$ cat src/rtl/alu_mc.sv
// Multi-cycle ALU: add/sub/move and address ops take one cycle; MUL is iterative shift-add.
// Define ALU_DIV_EN to build the restoring divider for DIV/REM; otherwise both are rejected.
//
// state | meaning
// IDLE  | waiting for an operation
// MUL   | shift-add iterations, one multiplier bit per cycle
// DIV   | restoring division, one quotient bit per cycle
// DONE  | res/err presented, held until out_ready
module alu_mc #(
  parameter int WIDTH = 32,
  parameter int CNT_W = $clog2(WIDTH) + 1
) (
  input  logic             clk,
  input  logic             rst,
  input  logic             in_valid,
  output logic             in_ready,
  input  logic [6:0]       opcode,
  input  logic [WIDTH-1:0] data1,
  input  logic [WIDTH-1:0] data2,
  input  logic             flush,
  output logic             out_valid,
  input  logic             out_ready,
  output logic [WIDTH-1:0] res,
  output logic             err
);

  localparam logic [6:0] OP_ADD  = 7'h01;
  localparam logic [6:0] OP_SUB  = 7'h02;
  localparam logic [6:0] OP_MOV  = 7'h03;
  localparam logic [6:0] OP_MOVI = 7'h04;
  localparam logic [6:0] OP_LDB  = 7'h05;
  localparam logic [6:0] OP_LDW  = 7'h06;
  localparam logic [6:0] OP_STB  = 7'h07;
  localparam logic [6:0] OP_STW  = 7'h08;
  localparam logic [6:0] OP_BEQ  = 7'h09;
  localparam logic [6:0] OP_JUMP = 7'h0A;
  localparam logic [6:0] OP_BZ   = 7'h0B;
  localparam logic [6:0] OP_MUL  = 7'h0C;
`ifdef ALU_DIV_EN
  localparam logic [6:0] OP_DIV  = 7'h0D;
  localparam logic [6:0] OP_REM  = 7'h0E;
`endif

  localparam logic [CNT_W-1:0] CNT_LAST = CNT_W'(WIDTH - 1);

  typedef enum logic [1:0] {S_IDLE, S_MUL, S_DIV, S_DONE} state_t;

  state_t           state_q, state_d;
  logic [CNT_W-1:0] cnt_q, cnt_d;
  logic [WIDTH-1:0] a_q, a_d;
  logic [WIDTH-1:0] b_q, b_d;
  logic [WIDTH-1:0] acc_q, acc_d;
  logic [WIDTH-1:0] res_q, res_d;
  logic             err_q, err_d;
  logic             accept;
  logic [WIDTH-1:0] mul_sum;

  assign in_ready  = (state_q == S_IDLE) | ((state_q == S_DONE) & out_ready);
  assign accept    = in_valid & in_ready & ~flush;
  assign out_valid = (state_q == S_DONE);
  assign res       = res_q;
  assign err       = err_q;

  assign mul_sum = acc_q + (b_q[0] ? a_q : '0);

`ifdef ALU_DIV_EN
  logic             rem_q, rem_d;
  logic [WIDTH:0]   div_r, div_t;
  logic             q_bit;
  logic [WIDTH-1:0] rem_next, quo_next;

  // acc_q holds the partial remainder (always < divisor); a_q shifts dividend out, quotient in
  assign div_r    = {acc_q, a_q[WIDTH-1]};
  assign div_t    = div_r - {1'b0, b_q};
  assign q_bit    = ~div_t[WIDTH];
  assign rem_next = q_bit ? div_t[WIDTH-1:0] : div_r[WIDTH-1:0];
  assign quo_next = {a_q[WIDTH-2:0], q_bit};
`endif

  always_comb begin
    state_d = state_q;
    cnt_d   = cnt_q;
    a_d     = a_q;
    b_d     = b_q;
    acc_d   = acc_q;
    res_d   = res_q;
    err_d   = err_q;
`ifdef ALU_DIV_EN
    rem_d   = rem_q;
`endif

    case (state_q)
      S_MUL: begin
        acc_d = mul_sum;
        a_d   = a_q << 1;
        b_d   = b_q >> 1;
        cnt_d = cnt_q + CNT_W'(1);
        if (cnt_q == CNT_LAST) begin
          state_d = S_DONE;
          res_d   = mul_sum;
          err_d   = 1'b0;
        end
      end
`ifdef ALU_DIV_EN
      S_DIV: begin
        acc_d = rem_next;
        a_d   = quo_next;
        cnt_d = cnt_q + CNT_W'(1);
        if (cnt_q == CNT_LAST) begin
          state_d = S_DONE;
          res_d   = rem_q ? rem_next : quo_next;
          err_d   = 1'b0;
        end
      end
`endif
      S_DONE: if (out_ready) state_d = S_IDLE;
      default: ;
    endcase

    if (accept) begin
      cnt_d = '0;
      a_d   = data1;
      b_d   = data2;
      acc_d = '0;
      case (opcode)
        OP_ADD, OP_LDB, OP_LDW, OP_STB, OP_STW, OP_BEQ, OP_JUMP, OP_BZ: begin
          state_d = S_DONE;
          res_d   = data1 + data2;
          err_d   = 1'b0;
        end
        OP_SUB: begin
          state_d = S_DONE;
          res_d   = data1 - data2;
          err_d   = 1'b0;
        end
        OP_MOV, OP_MOVI: begin
          state_d = S_DONE;
          res_d   = data1;
          err_d   = 1'b0;
        end
        OP_MUL: state_d = S_MUL;
`ifdef ALU_DIV_EN
        OP_DIV, OP_REM: begin
          if (data2 == '0) begin
            state_d = S_DONE;
            res_d   = (opcode == OP_REM) ? data1 : '1;
            err_d   = 1'b1;
          end else begin
            state_d = S_DIV;
            rem_d   = (opcode == OP_REM);
          end
        end
`endif
        default: begin
          state_d = S_DONE;
          res_d   = '1;
          err_d   = 1'b1;
        end
      endcase
    end

    // a flush on the final iteration must not leak a partial result into res/err
    if (flush) begin
      state_d = S_IDLE;
      cnt_d   = '0;
      res_d   = res_q;
      err_d   = err_q;
    end
  end

  always_ff @(posedge clk or negedge rst) begin
    if (!rst) begin
      state_q <= S_IDLE;
      cnt_q   <= '0;
      a_q     <= '0;
      b_q     <= '0;
      acc_q   <= '0;
      res_q   <= '0;
      err_q   <= 1'b0;
`ifdef ALU_DIV_EN
      rem_q   <= 1'b0;
`endif
    end else begin
      state_q <= state_d;
      cnt_q   <= cnt_d;
      a_q     <= a_d;
      b_q     <= b_d;
      acc_q   <= acc_d;
      res_q   <= res_d;
      err_q   <= err_d;
`ifdef ALU_DIV_EN
      rem_q   <= rem_d;
`endif
    end
  end

endmodule

$ cat config.mk
export PLATFORM = sky130hd
export DESIGN_NAME = alu_mc
export DESIGN_NICKNAME = d
export VERILOG_FILES = /design/src/rtl/alu_mc.sv
export SDC_FILE = /design/constraint.sdc
export NUM_CORES = 1
export LEC_CHECK = 0
export CORE_MARGIN = 8
export CORE_UTILIZATION = 30
export CTS_CLUSTER_DIAMETER = 60
export DETAILED_ROUTE_END_ITERATION = 8
export HOLD_SLACK_MARGIN = 0.06
export SKIP_CTS_REPAIR_TIMING = 1
export SLEW_MARGIN = 0
export SYNTH_ARGS = -nofsm -noshare
export SYNTH_HDL_FRONTEND = slang
export SYNTH_SLANG_ARGS = --single-unit
$ cat constraint.sdc
create_clock -name clk -period 3.3 [get_ports clk]
set_clock_uncertainty 0.15 [all_clocks]
set_input_delay 0.66 -clock clk [delete_from_list [all_inputs] [get_ports clk]]
set_output_delay 0.66 -clock clk [all_outputs]
set_load 0.02 [all_outputs]
== Yosys cells after proc, flatten, opt, wreduce, memory -nomap -nowiden ==
Cells that the tools add are included.

* Word-level logic and storage cells: 65
* Bits of input ports: 76
* Output and inout bits: 35
* Bits in registers: 137

* Reduce and logical (&&, ||, !) cells: 8
* Mux-type cells: 24
* Bitwise gates (word level): 5
* Eq/ne operators: 17
* Add/sub/neg operators: 4

{| class="wikitable"
|+ Operator list
! kind !! count
|-
| 32-bit two-way mux || 10
|-
| 32-bit case mux with 4 select lines || 1
|-
| 32-bit adder || 2
|-
| 7-bit by 4-bit == test with 1-bit output (second input constant) || 5
|-
| 32-bit subtractor || 1
|-
| 7-bit by 3-bit == test with 1-bit output (second input constant) || 4
|-
| 6-bit two-way mux || 3
|-
| 7-bit by 2-bit == test with 1-bit output (second input constant) || 2
|-
| 11-bit OR reduction || 1
|-
| 2-bit two-way mux || 5
|-
| 8-bit OR reduction || 1
|-
| 7-bit by 1-bit == test with 1-bit output (second input constant) || 1
|-
| 6-bit by 1-bit adder with 6-bit output (second input constant) || 1
|-
| 6-bit by 5-bit == test with 1-bit output (second input constant) || 1
|-
| 4-bit by 2-bit != test with 1-bit output (second input constant) || 1
|-
| 4-bit != test (second input constant) || 1
|-
| 2-bit case mux with 2 select lines || 1
|-
| 4-bit nonzero test || 1
|-
| 1-bit bitwise AND || 3
|-
| 1-bit two-way mux || 3
|-
| 3-bit AND reduction || 1
|-
| 3-bit nonzero test || 1
|-
| 2-bit by 1-bit == test with 1-bit output (second input constant) || 1
|-
| 2-bit == test (second input constant) || 1
|-
| other kinds (6) || 6
|}

== Depth between registers and ports, before layout ==
* Depth after elaboration: 7
* Depth in mapped cells: 17

== Worst setup path after synthesis ==
OpenSTA, ideal clock, no wires.

* Kind: input to register
* Start: in opcode[5]
* End: reg res_q[29] (netlist: res[29])
* Library setup time: 142 ps
* Buffers on the path: 3
* Arrival: 4,459 ps
* Cell stages on the path: 16
* Path slack: -1,452 ps
* Path through: or3_1 or4_1 clkbuf_1 clkbuf_1 o21ai_0 inv_1 ha_1 nor2b_1 o31ai_1 a211oi_1 or3_1 clkbuf_1 a221o_1 a41oi_1 xor2_1 o221ai_1

* Cells in the longest elaborated chain, start to end: 4
* Elaborated cells between the ends (all ways): 16

{| class="wikitable"
|+ Ends and longest elaborated chain
! what !! line !! RTL
|-
| from (decl) || 17 || <nowiki>input logic [6:0] opcode,</nowiki>
|-
| 7-bit by 1-bit == test with 1-bit output (tied with other cells) || 125 || <nowiki>case (opcode)</nowiki>
|-
| 8-bit OR reduction / 2-bit OR reduction (equally long branches) || 125 ||
|-
| 32-bit case mux with 4 select lines * || 125 ||
|-
| 32-bit two-way mux * || 120 || <nowiki>if (accept) begin</nowiki>
|-
| to (signal assigned) || 189 || <nowiki>res_q <= res_d;</nowiki>
|-
| to (decl) || 53 || <nowiki>logic [WIDTH-1:0] res_q, res_d;</nowiki>
|}

Every way passes the cells marked *; elsewhere a longest branch is shown, timed or not.
A chain may end at the register's enable or synchronous reset.

== Worst setup path after layout ==
* Start: in data2[8]
* End: reg res_q[29] (netlist: res[29])

* Cells in the longest elaborated chain, start to end: 3
* Elaborated cells between the ends (all ways): 4

{| class="wikitable"
|+ Ends and longest elaborated chain
! what !! line !! RTL
|-
| from (decl) || 19 || <nowiki>input logic [WIDTH-1:0] data2,</nowiki>
|-
| 32-bit subtractor / 32-bit adder (equally long branches) || 133, 128 ||
|-
| 32-bit case mux with 4 select lines * || 125 ||
|-
| 32-bit two-way mux * || 120 ||
|}

Marked as above.

==> impl_metrics.toml <==
[outcome]
status = "complete, but fails checks"
failed_checks = "setup timing"

[route]
detail_route.drc_violations = 0
wl_met2_um = 17400
route.detailed.vias_per_inst = 5.28
topRoutingLayerUsed = "met4"
total_vias_in_the_final_route = 11100
detailed_routing_wirelength_on_met1_um = 17300
drt-initial-drc-count = 761
post_drt_wl_per_cell_um = 18.0
postRouteWirelength_um = 38000
drt.antenna.violating_nets = 0
drt_first_pass_iters = 5
met3_length_um = 1850

[sta]
finalSetupViolCount = 27
max_freq_mhz = 217
finalCriticalPeriod_ps = 4600
hold_viol_final = 0
min_period_over_period_pct = 139
timing.slew.headroom_pct = 39.3
whs_ps = 33.3
setup_slack_ps = -1300
max_slew_vio_count = 0
worst_pin_slew_ps = 910
rsz0062_at_grt = "yes"

[placement]
placed_cells = 2053
gpl_congestion = 0.890
detailed_place.area_um2 = 14100
place.port_buffers = 110
dp.final_hpwl_um = 28700

[cells_and_area]
final_net_count = 1780
final.fill_count = 3343
layout-area-overhead-vs-synth_pct = 49.6
layout-drive-gt1-share_pct = 28.6
layout.cells.most_common = "buf_4"
post-route-util_pct = 45.3
layout.cell_area.non_filler_um2 = 15600
antenna_cells_inserted = 0
mostFrequentLayoutCells = "buf_4, nand2_1, dfrtp_1"
finish.cell_count_without_fillers = 2106

[grt]
first_global_vias = 10800
grt_usage_pct = 17.7
global_route_wire_length_before_repair_um = 58700
globalRoute.totalOverflow = 0
antenna_found_initial = 0
grt_start_max_net_pins = 92

[critical_path]
path_max_fanout = 3
timing.setup.critical_path_class = "in2reg"
critical_path.startpoint_type = "input pin"
critical_path.max_stage_delay_ps = 530
worst_path_dominant_cell_family = "simple AND/OR/NAND/NOR gates"
cp.buffers_inverters = 1
endpoint_type_of_the_worst_setup_path = "flip-flop"
critPathArrivalTime_ps = 4750
worstPathRequired_ps = 3450
cpMostUsedCell = "or3_4"
timing.critical_path.slowest_stage_cell = "or4_4"
critical_path.cell_chain = "buf_6 > or4_4 > or3_4 > or3_4 > or3_4 > nor3_4 > a21oi_2 > xnor2_1 > ha_1 > a21oi_2 > nand2_1 > o21bai_1 > a31o_2 > a221o_1 > a41oi_2 > xor2_1 > o221ai_1"

[synth]
synth-seq-area-share_pct = 32.9
synth_area_leader_cell = "dfrtp_1"
synth.cell_area_um2 = 10400
synth_edf_count = 0
synth_flop_cell = "dfrtp_1"
async_flop_share_pct = 100
yosys_warnings = 0
yosys.cell_types.count = 64
postSynthCellCount = 1296
synth_top_area_share_pct = 32.9
ys_seq_elements = 137
area_contributors_post_synth = "dfrtp_1, ha_1, nand2_1, a21oi_1, o21ai_0"
syn-num-nets = 1438
avgSynthCellArea_um2 = 8.03

[clock_tree]
clkLatencyLatePin_ps = 440
cts_made_buffers = 17
cts.sinks = 137
h-tree-depth = 4
clock_path_buffers = 2
clk_root_buffer_cell = "clkbuf_16"
clk_pin_slew_ps = 70
tritoncts = "yes"

[floorplan]
die_height_um = 202
io_pins = 111
fp.dieArea_um2 = 40900
initial_utilization_pct = 30.3
die_width_um = 202
core_area_um2 = 34400
std_cell_rows = 68

[hold_path]
holdCritPathClass = "in2async"

[pwr]
power_mw = 8.52
cellLeakagePower_nw = 7.19
power-per-cell-area_nw_per_um2 = 547
ir_drop_v = 0.000310

[run]
cap_viol_max_count = 0
per-layer routing:
metal	up-vias	track usage [%]
met4	0	6.01
li1	5440	-
met5	-	0
met2	319	28.6
met3	76	2.43
met1	5276	23.9
flip-flops by register name, summed over array words and instances, names as in the netlist:
| name | cells |
|---|---|
| cnt_q | 6 |
| state_q | 2 |
| acc_q | 32 |
| err | 1 |
| res | 32 |
| a_q | 32 |
| b_q | 32 |
report_power, final:
part	switching (mW)	total [mW]	internal, mW	leakage, nW
registers	0.357	2.53	2.17	1.67
clock network	0.892	1.88	0.990	0.263
logic	2.21	4.10	1.90	5.26
total	3.45	8.52	5.06	7.19
cell usage after synthesis (11+ instances only):
cell and n:
a22oi_1 31, o221ai_1 15, nand2_1 212, a211oi_1 13, inv_1 17, xnor2_1 43
a21o_1 33, o21a_1 13, and2_1 35, and3_1 14, a31oi_1 47, clkbuf_1 64
xor2_1 40, o21ai_0 77, nand3_1 51, nor2_1 97, or3_1 11, nand4_1 11
dfrtp_1 137, a221oi_1 19, ha_1 64, a21oi_1 98, nor3_1 28
layout make-up:
cell class,instances,area (µm²),share of cell area (%)
inverter,17,63.8,0.410
clock inverter,15,134,0.859
multi-input combinational,1074,7610,48.9
sequential,137,3430,22.0
timing repair buffer,391,3340,21.5
clock buffer,17,425,2.73
tap,455,569,3.65
worst register-to-register path, cell delays in order (launching register included):
cell,delay (ps)
dfrtp_1,400
and2_1,180
ha_2,190
buf_4,140
a211oi_1,330
nor4_1,130
buf_4,160
o21ai_0,220
nand2_1,160
a31oi_1,310
mux2_2,390
o21ai_0,200
buf_4,150
o211ai_1,70
kinds of logic (layout without fill, tap and decap cells):
logic type / after synthesis / in the layout / synth area share [%]
adders and majority gates: 66 / 66 / 8.08
buffers and inverters: 85 / 440 / 3.06
AOI/OAI and AO/OA: 413 / 413 / 25.8
and+or+nand+nor: 506 / 506 / 22.5
muxes: 6 / 6 / 0.589
xor gates and xnor gates: 83 / 83 / 6.98
DFF: 137 / 137 / 32.9
path summary, 6_finish.rpt:
path                       startpoint  endpoint  slack [ps]  cells past startpoint
max                          data2[8]   res[29]       -1300                     17
min                               rst    b_q[2]          30                      1
max reg2reg                    b_q[0]   res[31]          10                     13
min reg2reg                    res[4]    res[4]         340                      2
max in group asynchronous         rst   res[29]        2010                      2
min in group clk               res[4]    res[4]         340                      2
metrics by stage:
stage	setup TNS [ps]	setup slack, ps
floorplan	-18960	-1310
global placement	-42440	-1830
detailed placement	-44110	-1890
CTS	-29840	-1450
global route	-23060	-1510
finish	-19650	-1300
(Power assumes the default switching activity.)
